## src/rtl/regfile_pkg.sv

```systemverilog
// Shared constants and helpers for the register file / pending-write scoreboard.
package regfile_pkg;

  // Ceiling log2 with a floor of 1 so single-entry structures still get a bit.
  function automatic int unsigned clog2(input int unsigned v);
    int unsigned res;
    res = 1;
    for (int unsigned i = 1; i < 32; i++) begin
      if ((64'd1 << i) < 64'(v)) res = i + 1;
    end
    return res;
  endfunction

  localparam int unsigned XLEN_DEF     = 32;
  localparam int unsigned NREGS_DEF    = 32;
  localparam int unsigned NRD_DEF      = 2;
  localparam int unsigned PEND_MAX_DEF = 3;
  localparam int unsigned AW_DEF       = clog2(NREGS_DEF);
  localparam int unsigned CW_DEF       = clog2(PEND_MAX_DEF + 1);
  localparam int unsigned ZERO_IDX     = 0;

endpackage

```

## src/rtl/regfile_pend_ctr.sv

```systemverilog
// Per-register count of issued-but-unretired writes, with registered status flags.
module regfile_pend_ctr
  import regfile_pkg::*;
#(
  parameter int unsigned CW       = CW_DEF,
  parameter int unsigned PEND_MAX = PEND_MAX_DEF
) (
  input  logic clk,
  input  logic rst,
  input  logic inc,
  input  logic dec,
  input  logic flush,
  output logic busy,
  output logic at_max,
  output logic last
);

  logic [CW-1:0] cnt;
  logic [CW-1:0] cnt_nxt;
  logic          inc_ok;
  logic          dec_ok;

  // Guards keep the counter inside [0, PEND_MAX] even if the caller misbehaves.
  assign inc_ok = inc && !at_max;
  assign dec_ok = dec && busy;

  always_comb begin
    cnt_nxt = cnt;
    if (flush) begin
      cnt_nxt = '0;
    end else if (inc_ok && !dec_ok) begin
      cnt_nxt = cnt + CW'(1);
    end else if (dec_ok && !inc_ok) begin
      cnt_nxt = cnt - CW'(1);
    end
  end

  // Flags are derived from the next count so they come straight out of flops.
  always_ff @(posedge clk or posedge rst) begin
    if (rst) begin
      cnt    <= '0;
      busy   <= 1'b0;
      at_max <= 1'b0;
      last   <= 1'b0;
    end else begin
      cnt    <= cnt_nxt;
      busy   <= (cnt_nxt != '0);
      at_max <= (cnt_nxt == CW'(PEND_MAX));
      last   <= (cnt_nxt == CW'(1));
    end
  end

endmodule

```

## src/rtl/regfile_scoreboard.sv

```systemverilog
// Multi-read-port integer register file with a per-register pending-write scoreboard,
// optional write-through bypass and a hardwired zero register.
module regfile_scoreboard
  import regfile_pkg::*;
#(
  parameter int unsigned XLEN     = XLEN_DEF,
  parameter int unsigned NREGS    = NREGS_DEF,
  parameter int unsigned NRD      = NRD_DEF,
  parameter int unsigned PEND_MAX = PEND_MAX_DEF,
  parameter int unsigned BYPASS   = 1,
  parameter int unsigned ZERO_REG = 1
) (
  input  logic                   clk,
  input  logic                   rst,
  input  logic [NRD*clog2(NREGS)-1:0] rd_idx,
  output logic [NRD*XLEN-1:0]    rd_data,
  output logic [NRD-1:0]         rd_busy,
  input  logic                   iss_en,
  input  logic [clog2(NREGS)-1:0] iss_idx,
  output logic                   iss_ready,
  input  logic                   wr_en,
  input  logic [clog2(NREGS)-1:0] wr_idx,
  input  logic [XLEN-1:0]        wr_data,
  input  logic                   flush,
  output logic                   err
);

  localparam int unsigned AW = clog2(NREGS);
  localparam int unsigned CW = clog2(PEND_MAX + 1);

  logic [XLEN-1:0]  regs [NREGS];
  logic [NREGS-1:0] pend_busy;
  logic [NREGS-1:0] pend_at_max;
  logic [NREGS-1:0] pend_last;
  logic             wr_zero;
  logic             iss_go;

  assign wr_zero   = (ZERO_REG != 0) && (wr_idx == AW'(ZERO_IDX));
  assign iss_ready = rst || !pend_at_max[iss_idx];
  // Flush squashes any issue arriving in the same cycle.
  assign iss_go    = iss_en && iss_ready && !flush;

  // Data array; the zero register is simply never written.
  always_ff @(posedge clk or posedge rst) begin
    if (rst) begin
      for (int unsigned i = 0; i < NREGS; i++) regs[i] <= '0;
    end else if (wr_en && !wr_zero) begin
      regs[wr_idx] <= wr_data;
    end
  end

  always_ff @(posedge clk or posedge rst) begin
    if (rst) begin
      err <= 1'b0;
    end else if (iss_en && !iss_ready) begin
      err <= 1'b1;
    end
  end

  genvar r;
  generate
    for (r = 0; r < NREGS; r++) begin : g_pend
      if ((ZERO_REG != 0) && (r == ZERO_IDX)) begin : g_zero
        assign pend_busy[r]   = 1'b0;
        assign pend_at_max[r] = 1'b0;
        assign pend_last[r]   = 1'b0;
      end else begin : g_ctr
        regfile_pend_ctr #(
          .CW       (CW),
          .PEND_MAX (PEND_MAX)
        ) u_ctr (
          .clk    (clk),
          .rst    (rst),
          .inc    (iss_go && (iss_idx == AW'(r))),
          .dec    (wr_en && (wr_idx == AW'(r))),
          .flush  (flush),
          .busy   (pend_busy[r]),
          .at_max (pend_at_max[r]),
          .last   (pend_last[r])
        );
      end
    end
  endgenerate

  // Read ports: a retiring final write both forwards its data and clears busy.
  genvar p;
  generate
    for (p = 0; p < NRD; p++) begin : g_rd
      logic [AW-1:0] idx;
      logic          zero;
      logic          hit;

      assign idx  = rd_idx[p*AW +: AW];
      assign zero = (ZERO_REG != 0) && (idx == AW'(ZERO_IDX));
      assign hit  = (BYPASS != 0) && wr_en && (wr_idx == idx) && !zero;

      assign rd_data[p*XLEN +: XLEN] = (rst || zero) ? '0 :
                                       hit           ? wr_data : regs[idx];
      assign rd_busy[p] = !rst && !zero && pend_busy[idx] && !(hit && pend_last[idx]);
    end
  endgenerate

endmodule

```

## config.mk

```make
export PLATFORM = sky130hd
export DESIGN_NAME = regfile_scoreboard
export DESIGN_NICKNAME = d
export VERILOG_FILES = /design/src/rtl/regfile_pkg.sv /design/src/rtl/regfile_pend_ctr.sv /design/src/rtl/regfile_scoreboard.sv
export SDC_FILE = /design/constraint.sdc
export NUM_CORES = 2
export LEC_CHECK = 0
export ABC_AREA = 1
export BUFFER_PORTS_ARGS = -buffer_cell sky130_fd_sc_hd__buf_2
export CORE_MARGIN = 5
export CORE_UTILIZATION = 45
export DETAILED_ROUTE_END_ITERATION = 7
export SETUP_SLACK_MARGIN = 0.1
export SLEW_MARGIN = 5
export SYNTH_ARGS = -nofsm -noshare
export SYNTH_HDL_FRONTEND = slang
export SYNTH_SLANG_ARGS = --single-unit
export TNS_END_PERCENT = 20
```

## constraint.sdc

```tcl
create_clock -name clk -period 41.3 [get_ports clk]
set_input_delay 4.13 -clock clk [delete_from_list [all_inputs] [get_ports clk]]
set_output_delay 4.13 -clock clk [all_outputs]
set_load 0.005 [all_outputs]
```

After elaboration in Yosys (flattened, before gate mapping):

Index checks and enable logic that the tools add are counted.

* equality and inequality tests: 126
* multiplexer cells: 116
* $lt $le $gt $ge: 7
* bitwise logic cells: 3
* $add $sub $neg: 62
* reduce and logical (&&, ||, !) cells: 342

Operators with widths (number)
* $bwmux 1024: 1
* $bmux 32 s5: 2
* $mux 32: 9
* $logic_and 1x1->1: 203
* $mux 2: 93
* $demux 32 s5: 1
* $eq 5x5->1 const B: 32
* $logic_not 1->1: 102
* $eq 5x4->1 const B: 16
* $add 2x1->2 const B: 31
* $eq 2x1->1 const B: 31
* $eq 2x2->1 const B: 31
* $reduce_bool 2->1: 31
* $sub 2x1->2 const B: 31
* $eq 5x3->1 const B: 8
* $bmux 1 s5: 5
* $eq 5x2->1 const B: 4
* $ge 6x6->1 const B: 3
* $lt 5x6->1 const B: 3
* $not 5->6: 3
* $logic_not 5->1: 3
* $eq 5x1->1 const B: 2
* $eq 5x5->1: 2
* $lt 6x1->1 const B: 1
* other kinds (2): 8

* register bits after elaboration: 1180
* word-level logic and storage cells: 813
* output and inout port bits: 68
* input port bits: 57

Depth between registers and ports, before layout:

* depth in word-level cells: 14
* gate-level depth with buffers: 20
* depth with buffers taken out: 18

Cells and area by module:

Synthesis repeated with hierarchy kept, for this count alone.

* cells, all modules: 10023
* area, all modules: 68371.8 um2

Modules (own cells, without submodules)
* regfile_scoreboard: sequential area each 25649.6 um2, area an instance 60536.8 um2, times used 1, cells an instance 9031
* regfile_pend_ctr: sequential area each 125.1 um2, area an instance 252.7 um2, times used 31, cells an instance 32

Worst setup path before layout:

No wires, ideal clock.

* path type: in2out
* start: in rst
* end: out rd_data[37]
* path slack: 3.918 ns
* stages on the path: 6
* path buffers: 1
* required time: 37.170 ns
* data arrival time: 33.252 ns
* path through: inv_1 nand2_1 clkinv_1 clkbuf_1 o211ai_1 inv_1

* word-level cells in the longest chain between the ends: 2

Ends and longest elaborated chain
* start: declaration: line regfile_scoreboard.sv:14 `input logic rst,`
* $logic_or 1x1->1: line regfile_scoreboard.sv:97 `assign rd_data[p*XLEN +: XLEN] = (rst || zero) ? '0 :`
* $mux 32: line regfile_scoreboard.sv:97
* end: declaration: line regfile_scoreboard.sv:16 `output logic [NRD*XLEN-1:0] rd_data,`

No other way between the ends.

Worst setup path in the final report:

* start: in rd_idx[5]
* end: out rd_data[46]

* word-level cells in the longest chain between the ends: 6
* elaborated cells between the ends (all ways): 12
* classes of those cells: eq/ne: 1; mux: 5; bitwise: 1; reduce/logical: 5

Ends and longest elaborated chain
* start: declaration: line regfile_scoreboard.sv:15 `input logic [NRD*clog2(NREGS)-1:0] rd_idx,`
* $not 5->6 (implied by the code): line regfile_scoreboard.sv:98 `hit ? wr_data : regs[idx];`
* $bmux 32 s5: line regfile_scoreboard.sv:98
* $mux 32 (implied by the code) (2 in a row): line regfile_scoreboard.sv:98
* $mux 32: line regfile_scoreboard.sv:98
* $mux 32 (*): line regfile_scoreboard.sv:97

Mark *: on every way between the ends. The rest lies on a longest branch, timed or not. The select of a mux whose other input is x is not followed.

==> metrics.yaml <==
status:
  run_status: "completed"
sta:
  final_max_slew_viol_count: 0
  slew_at_the_pin_with_the_worst_max_slew_slack_ns: 1.25
  fmax_mhz: 77.3
  setup_tns_ns: 0
  final-hold-violation-count: 0
  setup_violations: 0
  grt_setup_unrepaired: "no"
  slew_headroom: 0.165
  clock-skew-final_ns: 0.0193
  post-route-min-period_ns: 12.94
  layout_worst_path_cycle_share: 0.313
  hold-worst-slack_ns: 0.379
  timing.final.ws_setup_ns: 28.36
drt:
  drt_drc_violations_left: 0
  route.detailed.vias_per_inst: 6.34
  wire_per_inst_um: 27.5
  number_of_detailed_route_iterations_in_the_first_pass: 8
  antenna_violating_nets_post_route: 0
  finalWirelength_um: 276000
  drtIter0Drc: 9548
  via_count: 63800
hold_path:
  worst_hold_path.endpoint: "regs[1016]"
  timing.hold.worst.start: "regs[1016]"
  holdCritPathClass: "reg2reg"
  worstHoldPathCells: 0
clocking:
  htree_num_levels: 4
  cts_made_buffers: 136
  cts_root_buf: "sky130_fd_sc_hd__clkbuf_16"
  post-cts-setup-buffers: 0
  clk_path_buf_depth: 3
  ctsResizeCount: 0
  clock_sinks: 1180
  worst_setup_hold_path_clk_slew_ns: 0.06
  tritoncts: "built"
  cts.hold.buffers_added: 0
  worst_skew_pair.late_latency_ns: 0.78
global_routing:
  grt.overflow.total: 0
  grt_pass1_wl_um: 403000
  grt_use_total: 0.364
  grt_start_max_net_pins: 215
  grt_antenna_before_repair: 25
  grt_pass1_vias: 59500
placed_design:
  post-place-ws_ns: 28.65
  gp_routability_congestion: 0.907
  hpwl_um: 156000
  buffer_ports.inserted: 124
yosys:
  synth.distinct_cells: 40
  syn_area_per_cell_um2: 7.54
  yosysSeqAreaShare: 0.464
  post_synth_instance_area_um2: 63700
  syn_inst: 8443
  postSynthNetCount: 8500
  synth-warning-count: 0
  synth.ff_latch_count: 1180
setup_path:
  timing.rr.end: "g_pend[8].g_ctr.u_ctr.last"
  critical-path-slowest-cell: "sky130_fd_sc_hd__buf_4"
  cell_class_contributing_the_biggest_share_of_worst_path_delay: "buffers and inverters"
  critPathArrivalTime_ns: 8.81
  worst-path-stages: 12
  worst-path-buf-inv: 6
  critical_path.startpoint_type: "input pin"
  crit_chain: "buf_8 -> inv_4 -> nand2_4 -> buf_4 -> buf_4 -> o221ai_1 -> o21ai_0 -> a21oi_1 -> o21ai_0 -> o211ai_1 -> inv_1 -> buf_2"
  crit_path_max_fanout: 83
  cp_data_required_time_ns: 37.17
  cp_slowest_stage_delay_ns: 1.01
  worstRegToRegCells: 17
  reg2reg_setup_slack_ns: 38.59
  start_of_the_worst_register_to_register_path: "g_pend[15].g_ctr.u_ctr.at_max"
  timing_worst_setup_path_type: "in2out"
  crit_end_category: "primary output"
power:
  fin_total_pwr_w: 0.00330
  leakage_nw: 31.2
  power.density_nw_per_um2: 47.5
  vdd_drop_max_uv: 36.8
die:
  die-height_um: 386
  start_util: 0.451
  die_w_um: 386
  io-pin-count: 125
  core_um2: 141000
  die_area_um2: 149000
  floorplan.rows: 138
layout:
  final_nets: 8126
  final_common_cell: "sky130_fd_sc_hd__o21ai_0"
  layout-area-overhead-vs-synth_pct: 9.15
  mostFrequentLayoutCells: "1789 x sky130_fd_sc_hd__o21ai_0, 1628 x sky130_fd_sc_hd__nand2_1, 1180 x sky130_fd_sc_hd__dfrtp_1"
  post_route_cells_drive_above_1_share: 0.0711
run:
  maxCapViolCount: 0
==> how the worst max path moves through the flow <==
| stage | startpoint | end |
|---|---|---|
| after floorplan | rst | err |
| after global placement | rd_idx[0] | rd_data[10] |
| after detailed placement | rd_idx[5] | rd_data[46] |
| after CTS | rd_idx[5] | rd_data[32] |
| after global routing | rd_idx[0] | rd_data[10] |
| final | rd_idx[5] | rd_data[46] |
==> metal layers <==
metal	vias up	track usage	routed length [um]
li1	27900	-	-
met1	30500	0.482	106000
met2	4475	0.534	116000
met3	985	0.104	35800
met4	4	0.207	18200
met5	-	0	27
==> synthesized netlist by cell type, drive strengths merged <==
cell,number,share of area
a211oi,25,0.0029
a21oi,630,0.050
a221oi,2,0.00028
a31oi,2,0.00020
a32o,1,0.00016
and3,5,0.00049
buf,108,0.0077
clkbuf,666,0.039
clkinv,13,0.00077
dfrtp,1180,0.46
inv,808,0.048
nand2,1635,0.096
nand3,381,0.031
nand3b,3,0.00035
nand4,63,0.0062
nor2,449,0.028
nor3,32,0.0026
nor4,11,0.0011
o2111a,2,0.00035
o2111ai,138,0.019
o211ai,260,0.031
o21a,1,0.00012
o21ai,1789,0.14
o21bai,3,0.00035
o221ai,170,0.023
o22ai,28,0.0028
o311ai,14,0.0019
or2,15,0.0015
xnor2,5,0.00069
xor2,4,0.00055
==> per-stage QoR <==
| step | cell area (um2) | cells | utilization |
|---|---|---|---|
| global placement | 65000 | 9821 | 0.461 |
| detailed placement | 65000 | 9821 | 0.461 |
| floorplan | 63700 | 8443 | - |
| global route | 69500 | 10100 | 0.492 |
| CTS | 69500 | 10100 | 0.492 |
| finish | 69500 | 10100 | 0.493 |
==> cell families (layout without fill, tap and decap cells) <==
logic type | Yosys count | in the layout | synth area share
buffers and inverters | 1595 | 1318 | 0.0954
XOR/XNOR | 9 | 9 | 0.00124
other | 0 | 13 | 0
AND/OR/NAND/NOR | 2594 | 2594 | 0.167
flip-flops | 1180 | 1180 | 0.464
AO/OA/AOI/OAI | 3065 | 3065 | 0.272
==> where the power goes <==
| group | switching, W | internal (W) | total (W) |
|---|---|---|---|
| Combinational | 0.000397 | 0.000186 | 0.000582 |
| Sequential | 0.000127 | 0.00136 | 0.00149 |
| Clock | 0.000505 | 0.000727 | 0.00123 |
| Total | 0.00103 | 0.00227 | 0.00330 |
==> layout make-up <==
type,count,area (um2)
Inverter,821,3120
Multi-Input combinational cell,5668,28200
Fill cell,13700,71600
Antenna cell,13,32.5
Clock buffer,210,4130
Sequential cell,1180,29500
Clock inverter,25,308
Timing Repair Buffer,262,1780
Tap cell,1890,2360
==> state kept, by name, indices dropped and copies added (netlist names) <==
name and cells:
g_pend.g_ctr.u_ctr.busy 31, g_pend.g_ctr.u_ctr.at_max 31, err 1, regs 1024, g_pend.g_ctr.u_ctr.last 31, g_pend.g_ctr.u_ctr.cnt 62
Power figures use the tool's default switching activity.
